[config.mk]
export PLATFORM = sky130hd
export DESIGN_NAME = spi_frame_counter
export DESIGN_NICKNAME = d
export VERILOG_FILES = /design/src/rtl/spi_frame_counter.sv
export SDC_FILE = /design/constraint.sdc
export NUM_CORES = 1
export LEC_CHECK = 0
export BUFFER_PORTS_ARGS = -buffer_cell sky130_fd_sc_hd__buf_2
export CAP_MARGIN = 30
export CELL_PAD_IN_SITES_DETAIL_PLACEMENT = 1
export CELL_PAD_IN_SITES_GLOBAL_PLACEMENT = 2
export CORE_MARGIN = 3
export CORE_UTILIZATION = 27
export CTS_CLUSTER_SIZE = 40
export DETAILED_ROUTE_END_ITERATION = 7
export PLACE_DENSITY_LB_ADDON = 0.08
export SYNTH_ARGS = -nofsm -noshare
export SYNTH_HDL_FRONTEND = slang
export SYNTH_SLANG_ARGS = --single-unit
export TNS_END_PERCENT = 20
[constraint.sdc]
create_clock -name clk -period 1.55 [get_ports clk]
set_clock_uncertainty 0.15 [all_clocks]
set_input_delay 0.31 -clock clk [delete_from_list [all_inputs] [get_ports clk]]
set_output_delay 0.31 -clock clk [all_outputs]
set_load 0.05 [all_outputs]
[src/rtl/spi_frame_counter.sv]
// Synchronous SPI frame counter with start/busy/done handshake and abort.
// Define SPI_FRAME_COUNTER_DIR_EN to add the dir port for down-counting frames.
module spi_frame_counter #(
  parameter int WIDTH = 3
) (
  input  logic             clk,
  input  logic             rst,
  input  logic             enable,
  input  logic             start,
  input  logic             abort,
  input  logic [WIDTH-1:0] limit,
`ifdef SPI_FRAME_COUNTER_DIR_EN
  input  logic             dir,
`endif
  output logic [WIDTH-1:0] count,
  output logic             busy,
  output logic             last,
  output logic             done
);

  typedef enum logic [1:0] {
    IDLE = 2'd0,
    RUN  = 2'd1,
    DONE = 2'd2
  } state_t;

  state_t           state;
  state_t           state_n;
  logic [WIDTH-1:0] cnt_q;
  logic [WIDTH-1:0] cnt_n;
  logic [WIDTH-1:0] lim_q;
  logic [WIDTH-1:0] lim_n;
  logic             dir_q;
  logic             dir_n;
  logic             dir_in;
  logic             busy_q;
  logic             done_q;
  logic [WIDTH-1:0] end_val;
  logic             at_end;

`ifdef SPI_FRAME_COUNTER_DIR_EN
  assign dir_in = dir;
`else
  assign dir_in = 1'b0;
`endif

  assign end_val = dir_q ? '0 : lim_q;
  assign at_end  = (cnt_q == end_val);

  always_comb begin
    state_n = state;
    cnt_n   = cnt_q;
    lim_n   = lim_q;
    dir_n   = dir_q;
    unique case (state)
      IDLE, DONE: begin
        if (start) begin
          state_n = RUN;
          lim_n   = limit;
          dir_n   = dir_in;
          cnt_n   = dir_in ? limit : '0;
        end else begin
          state_n = IDLE;
        end
      end
      RUN: begin
        // abort wins over a coincident tick
        if (abort) begin
          state_n = IDLE;
          cnt_n   = '0;
        end else if (enable && at_end) begin
          state_n = DONE;
        end else if (enable) begin
          cnt_n = dir_q ? cnt_q - WIDTH'(1)
                        : cnt_q + WIDTH'(1);
        end
      end
      default: begin
        state_n = IDLE;
      end
    endcase
  end

  always_ff @(posedge clk or posedge rst) begin
    if (rst) begin
      state  <= IDLE;
      cnt_q  <= '0;
      lim_q  <= '0;
      dir_q  <= 1'b0;
      busy_q <= 1'b0;
      done_q <= 1'b0;
    end else begin
      state  <= state_n;
      cnt_q  <= cnt_n;
      lim_q  <= lim_n;
      dir_q  <= dir_n;
      busy_q <= (state_n == RUN);
      done_q <= (state_n == DONE);
    end
  end

  assign count = cnt_q;
  assign busy  = busy_q;
  assign done  = done_q;
  assign last  = busy_q && at_end;

endmodule

Word level (Yosys, flattened, before mapping)
Cells that the tools add are included.
{"block": "word_totals", "ff_bits": 10, "latchBits": 0, "mem_bits_rw": 0, "romBits": 0, "mem_count": 0}
{"block": "classes", "addsub": 1, "n_mul": 0, "div": 0, "magnitude_cmp": 0, "eq_ne": 8, "shift": 0, "muxes": 9, "bitwise": 0, "reduce_logical": 7}
{"cell": "3-bit 2-to-1 mux", "count": 4}
{"cell": "3-bit inequality test (second input constant)", "count": 2}
{"cell": "3-bit one-hot mux with 2 select lines", "count": 1}
{"cell": "2-bit by 1-bit == test with 1-bit output (second input constant)", "count": 2}
{"cell": "2-bit == test (second input constant)", "count": 2}
{"cell": "2-bit 2-to-1 mux", "count": 2}
{"cell": "2-bit one-hot mux with 2 select lines", "count": 1}
{"cell": "4-bit AND reduction", "count": 1}
{"cell": "3-bit by 1-bit adder with 3-bit output (second input constant)", "count": 1}
{"cell": "3-bit == test", "count": 1}
{"cell": "1-bit logical AND", "count": 2}
{"cell": "2-bit zero test", "count": 1}
{"cell": "2-bit inequality test (second input constant)", "count": 1}
{"cell": "2-bit AND reduction", "count": 1}
{"cell": "2-bit nonzero test", "count": 1}
{"cell": "2-bit OR reduction", "count": 1}
{"cell": "1-bit 2-to-1 mux", "count": 1}

Depth between registers and ports, before layout
Gate-level depths: netlist (run 1).
{"block": "depth", "depth_word": 6, "mapped_depth": 5, "mapped_depth_nobuf": 4}

Worst setup path before layout (run 1)
Ideal clock, no wire load.
{"block": "synth_path", "path_type": "flip-flop to output port", "from": "reg cnt_q[2] (netlist: count[2])", "to": "out last", "arrival_ns": 1.475, "t_required_ns": 1.090, "path_slack_ns": -0.385, "path_stages_with_launch": 4, "path_buffers": 0, "cell_sequence": "dfrtp_1 -> xor2_1 -> nor3_4 -> and2_2"}
{"block": "synth_via", "elab_chain_len": 2}
{"item": "start, declared", "line": "29", "text": "logic [WIDTH-1:0] cnt_q;"}
{"item": "start signal, assigned", "line": "94", "text": "cnt_q <= cnt_n;"}
{"item": "3-bit == test", "line": "48", "text": "assign at_end = (cnt_q == end_val);"}
{"item": "1-bit logical AND", "line": "105", "text": "assign last = busy_q && at_end;"}
{"item": "end, declared", "line": "17", "text": "output logic last,"}
No other way between the ends.

Worst setup path after layout (run 1)
{"block": "layout_path", "from": "reg lim_q[0]", "to": "out last"}
{"block": "layout_via", "elab_chain_len": 2}
{"item": "start, declared", "line": "31", "text": "logic [WIDTH-1:0] lim_q;"}
{"item": "start signal, assigned", "line": "95", "text": "lim_q <= lim_n;"}
{"item": "3-bit == test", "line": "48"}
{"item": "1-bit logical AND", "line": "105"}
No other way between the ends.

==> metrics, run 1 <==
Final nets=76; GRT overflow=0; hold path start=limit[2]; cells after synthesis=39; min setup slack post-route=-0.270 ns; Setup CP Type=reg -> out; Antenna Cells=0; drt drc=0; relative slew slack=74.4%; Initial DRC Count=4; RSZ-0062 raised after global routing=yes; synth warn=0; Hold Path End=lim_q[2]$_DFFE_PP0P_; failing checks=negative setup slack; CTS tree=done; antenna-violating nets left=0; setup TNS=-0.391 ns; vias per cell=4.38; routed wire length per instance=12.3 µm; H-Tree Depth=1; first-pass GRT wire length=2040 µm; syn avg cell area=12.6 µm²; minimum clock period=1.82 ns; CP endpoint kind=primary output; number of global-route vias before repair=458; Top Layer Used=met3; Synthesized Nets=48; later-pin clock latency in the skew report=0.26 ns; CP Cell Sequence=xor2_2 > nor3_4 > and2_4 > buf_8; Seq/Total Area, Yosys=51.0%; most numerous cell in the Yosys netlist=dfrtp_1; pin count of the biggest net entering global routing=11; pwr/cell area=1370 mW/mm²; Synth cell types=19; reg2reg setup slack=-0.06 ns; final hold violation count=0; routed wire length=1110 µm; DP Cell Count=81; layout cells sized above 1=66.7%; Setup-failing EPs final=4; initial core utilization=30.4%; worst-path fanout max=2; Data arrival, critical path=1.36 ns; dpl hpwl=919 µm; GRT Overall Usage=10.9%; Leak=between 0.3 and 0.4 nW; core box area=0.00161 mm²; First-pass DRT Iterations=2; hold depth=2; setup slack at placement=-0.105 ns; CTS Root Cell=clkbuf_4; CTS Sinks=10; # rows=14; synthesis-to-finish area growth=50.5%; biggest area consumer among synthesized cells=dfrtp_1; Die ar.=0.00236 mm²; worst hold path class=in -> reg; Die W=48.6 µm; ys flop type=dfrtp_1; WP data required=1.09 ns; share of the synthesized area in the top cell type=51.0%; achievable frequency=550 MHz; post-route cell area=738 µm²; Vias=a little under 400; initial antenna violation count=0; reg-to-reg endpoint=count[2]$_DFFE_PP0P_; CP Depth=4; met2 wire length=just under 600 µm; TritonCTS buffer count=3; WL met3=69 µm; delay of the slowest critical-path stage=slightly above 0.4 ns; Max VDD drop=0.644 mV; final core utilization=45.8%; Final GP Congestion=0.768; M1 WL=about 450 µm; Post-synth top cells=dfrtp_1 (10), mux2_2 (4), nor2_1 (3), xor2_1 (3); Critical Path Source Type=register; EDFF count, synth=0; Max-Cap Viols=0; family with the most delay on the worst path=flip-flops; run status=finished with violations; final worst-path cycle share=117%; Final Max Slew Viols=0; Max clock buf depth=2; flip-flop and latch count after synthesis=10; Die Ht=approximately 50 µm; mapped cell area=between 400 and 500 µm²; largest cells by area after synthesis=dfrtp_1 (51%), mux2_2 (9.2%), xor2_1 (5.4%); Post-DP Area=638 µm²; IO Count=14; Worst Reg-to-Reg Cells=6; final non-filler cell total=90; Buffers on Ports=13; ys async rst share=100%; Critical-path top delay cell=dfrtp_1; Slew @ Worst Pin=0.383 ns; Clock transition at path regs=0.06 ns; worst r2r src=lim_q[0]$_DFFE_PP0P_; WP buf/inv=1
cell families after synthesis:
family / synth area share (%)
simple gates: 20.4
flops: 51.0
compound gates: 9.69
mux: 9.18
xor+xnor: 5.36
buf+inv: 1.78
fa+ha+maj: 2.55
routing by layer:
layer | up-vias | track usage, %
met5 | - | 0
met4 | 0 | 1.42
li1 | 188 | -
met3 | 0 | 4.91
met2 | 11 | 19.5
met1 | 195 | 12.0
worst max path at each step:
stage	start	endpoint	slack [ns]
after floorplan	count[0]$_DFFE_PP0P_	last	-0.19
after global placement	lim_q[0]$_DFFE_PP0P_	last	-0.08
after detailed placement	lim_q[0]$_DFFE_PP0P_	last	-0.10
after CTS	lim_q[0]$_DFFE_PP0P_	last	-0.29
after global routing	lim_q[0]$_DFFE_PP0P_	last	-0.35
final	lim_q[0]$_DFFE_PP0P_	last	-0.27
cells in the final DEF, fill, tap and decap left out:
cell,instances
a21o_1,2
nor3_4,1
dlygate4sd3_1,1
nand2_2,1
nor2_1,2
xor2_2,3
ha_1,1
and3_2,2
o2bb2ai_2,1
clkbuf_4,3
buf_6,1
nand2_1,1
nor2b_1,1
inv_1,1
dfrtp_2,3
a211o_1,1
nor3b_1,2
mux2_2,4
dfrtp_1,7
nor3b_2,1
buf_4,9
and2_4,1
nor4b_1,1
nor2_2,1
clkbuf_1,1
buf_8,1
a22o_1,1
buf_2,12
state kept, by name, summed over array words and instances, names as in the netlist:
name	count
state	2
done	1
busy	1
count	3
lim_q	3
where the power goes:
part           switching [mW]  leakage, nW  internal [mW]  total [mW]
registers              0.0513        0.123          0.316       0.367
clock network          0.0833       0.0150         0.0991       0.182
logic                   0.239        0.239          0.222       0.460
total                   0.373        0.378          0.637        1.01
layout make-up:
cell class	instances	area (µm²)
clock buffer	4	26.3
timing repair buffer	24	164
multi-input combinational	27	260
sequential	10	254
fill	187	873
inverter	1	3.75
tap	24	30.0
what timing repair did:
action | in CTS | in global routing
hold buffers | 1 | 0
endpoints found under the setup margin | 3 | 6
endpoints found under the hold margin | 10 | 0
pin swaps | 1 | 7
gates resized for setup | 3 | 5
setup buffers | 1 | 3
stage by stage:
| step | hold WS (ns) | power, mW |
|---|---|---|
| after global placement | 0.147 | 0.727 |
| after floorplan | -0.0000243 | 0.626 |
| after global routing | 0.130 | 1.08 |
| after detailed placement | 0.157 | 0.747 |
| after CTS | 0.124 | 0.960 |
| final | 0.136 | 1.01 |
No activity file was read; power rests on OpenSTA's default activity.
==> run 2: changes to the inputs <==
CORE_MARGIN = 1   (was 3)
==> run 2 against run 1 <==
The run still ends with negative setup slack left. Wire length rose by 5.1%. Sequential share of layout area rose by 1.0 points. Die area is 16% lower. Design area down 2.9%. Global-route usage grew 3.5 points. Largest power group unchanged. Highest routed layer is now met4.
==> metrics, run 2 (synthesized netlist as in run 1, its figures left out) <==
CTS Root Cell=clkbuf_4; initial antenna violation count=0 (unchanged); later-pin clock latency in the skew report=0.26 ns (about the same); final non-filler cell total=87 (-3.3%); pin count of the biggest net entering global routing=11 (unchanged); met2 wire length=646 µm (+8.9%); initial core utilization=28.7% (-1.7 points); Initial DRC Count=1 (-3); delay of the slowest critical-path stage=0.41 ns (about the same); WP data required=1.09 ns (about the same); H-Tree Depth=1 (unchanged); RSZ-0062 raised after global routing=yes; GRT Overall Usage=14.4% (+3.5 points); achievable frequency=544 MHz (-1.1%); DP Cell Count=81 (unchanged); IO Count=14 (unchanged); setup slack at placement=-0.117 ns (-0.0124 ns); hold depth=2 (unchanged); Setup-failing EPs final=3 (-1); Slew @ Worst Pin=0.399 ns (+0.0159 ns); Setup CP Type=reg -> out; # rows=15 (+1); Die ar.=0.00199 mm² (-16%); core box area=0.00171 mm² (+6.0%); total power=1.01 mW (-0.32%); pwr/cell area=1400 mW/mm² (+2.6%); smallest hold slack=0.136 ns (-0.000131 ns); Data arrival, critical path=1.38 ns (+0.02 ns); Die W=44.6 µm (-8.2%); number of global-route vias before repair=466 (+1.7%); failing checks=negative setup slack; most frequent cells in the layout=buf_2 (12), dfrtp_1 (7), buf_4 (6), mux2_2 (4); Die Ht=44.6 µm (-8.2%); min setup slack post-route=-0.289 ns (-0.0196 ns); WP buf/inv=1 (unchanged); CP Cell Sequence=xor2_2 > nor3_4 > and2_4 > buf_8; GRT overflow=0 (unchanged); Final nets=72 (-5.3%); CP Depth=4 (unchanged); CTS tree=done; vias per cell=4.48 (+2.4%); Max VDD drop=0.718 mV (+11%); final worst-path cycle share=119% (+1.3 points); setup TNS=-0.349 ns (+0.0416 ns); routed wire length per instance=13.4 µm (+8.7%); Worst Reg-to-Reg Cells=5 (-1); relative slew slack=73.4% (-1.1 points); Top Layer Used=met4; Max clock buf depth=2 (unchanged); CP endpoint kind=primary output; Antenna Cells=0 (unchanged); dpl hpwl=917 µm (-0.25%); worst hold path class=in -> reg; antenna-violating nets left=0 (unchanged); first-pass GRT wire length=1980 µm (-2.7%); Final GP Congestion=0.715 (-6.9%); CTS Sinks=10 (unchanged); Vias=390 (-1.0%); TritonCTS buffer count=3 (unchanged); family with the most delay on the worst path=flip-flops; final hold violation count=0 (unchanged); layout cells sized above 1=64.5% (-2.2 points); synthesis-to-finish area growth=46.2%; routed wire length=1160 µm (+5.1%); M1 WL=461 µm (+3.6%); Clock transition at path regs=0.07 ns (about the same); run status=finished with violations; First-pass DRT Iterations=4 (+2); leading cell type in the layout, fill and taps excluded=buf_2; Critical-path top delay cell=dfrtp_1; minimum clock period=1.84 ns (+0.0196 ns); drt drc=0 (unchanged); Final Max Slew Viols=0 (unchanged); Filler Cell Count=201 (+7.5%); Max-Cap Viols=0 (unchanged); Buffers on Ports=13 (unchanged); WL met3=21 µm (-70%); Critical Path Source Type=register; Leak=0.363 nW (-3.8%); worst-path fanout max=2 (unchanged)
## run 2: final cells by class
cell class	instances	area [µm²]	share of cell area (%)
Multi-Input combinational cell	27	262	36.5
Sequential cell	10	254	35.4
Timing Repair Buffer	20	130	18.2
Clock buffer	4	36.3	5.06
Tap cell	25	31.3	4.36
Inverter	1	3.75	0.524
## run 2: timing repair
item	4_1_cts	5_1_grt
hold endpoints to repair	10	0
endpoints found under the setup margin	4	6
hold buffers	1	0
pin swaps	4	1
resized for setup	5	1
buffers inserted	1	0
## run 2: where the power goes
| part | internal, mW | switching [mW] |
|---|---|---|
| sequential | 0.315 | 0.0470 |
| combinational | 0.176 | 0.236 |
| clock | 0.142 | 0.0904 |
## run 2: through the flow
step | util [%] | instance area, µm²
after floorplan | - | 503
final | 42.0 | 717
after global routing | 42.0 | 717
after detailed placement | 37.0 | 632
after CTS | 41.6 | 711
after global placement | 37.0 | 632
## run 2: worst paths after layout
path | start | endpoint | slack, ns
hold / removal | limit[1] | lim_q[1]$_DFFE_PP0P_ | 0.14
setup reg to reg | lim_q[0]$_DFFE_PP0P_ | count[0]$_DFFE_PP0P_ | -0.03
max in group asynchronous | rst | count[0]$_DFFE_PP0P_ | 0.52
setup / recovery | lim_q[0]$_DFFE_PP0P_ | last | -0.29
hold reg to reg | lim_q[1]$_DFFE_PP0P_ | lim_q[1]$_DFFE_PP0P_ | 0.42
min in group asynchronous | rst | lim_q[0]$_DFFE_PP0P_ | 0.42
## run 2: per-layer routing
metal,GRT usage [%],vias to the layer above
met2,23.5,8
li1,-,181
met1,17.0,197
met5,0,-
met3,2.45,4
met4,10.3,0
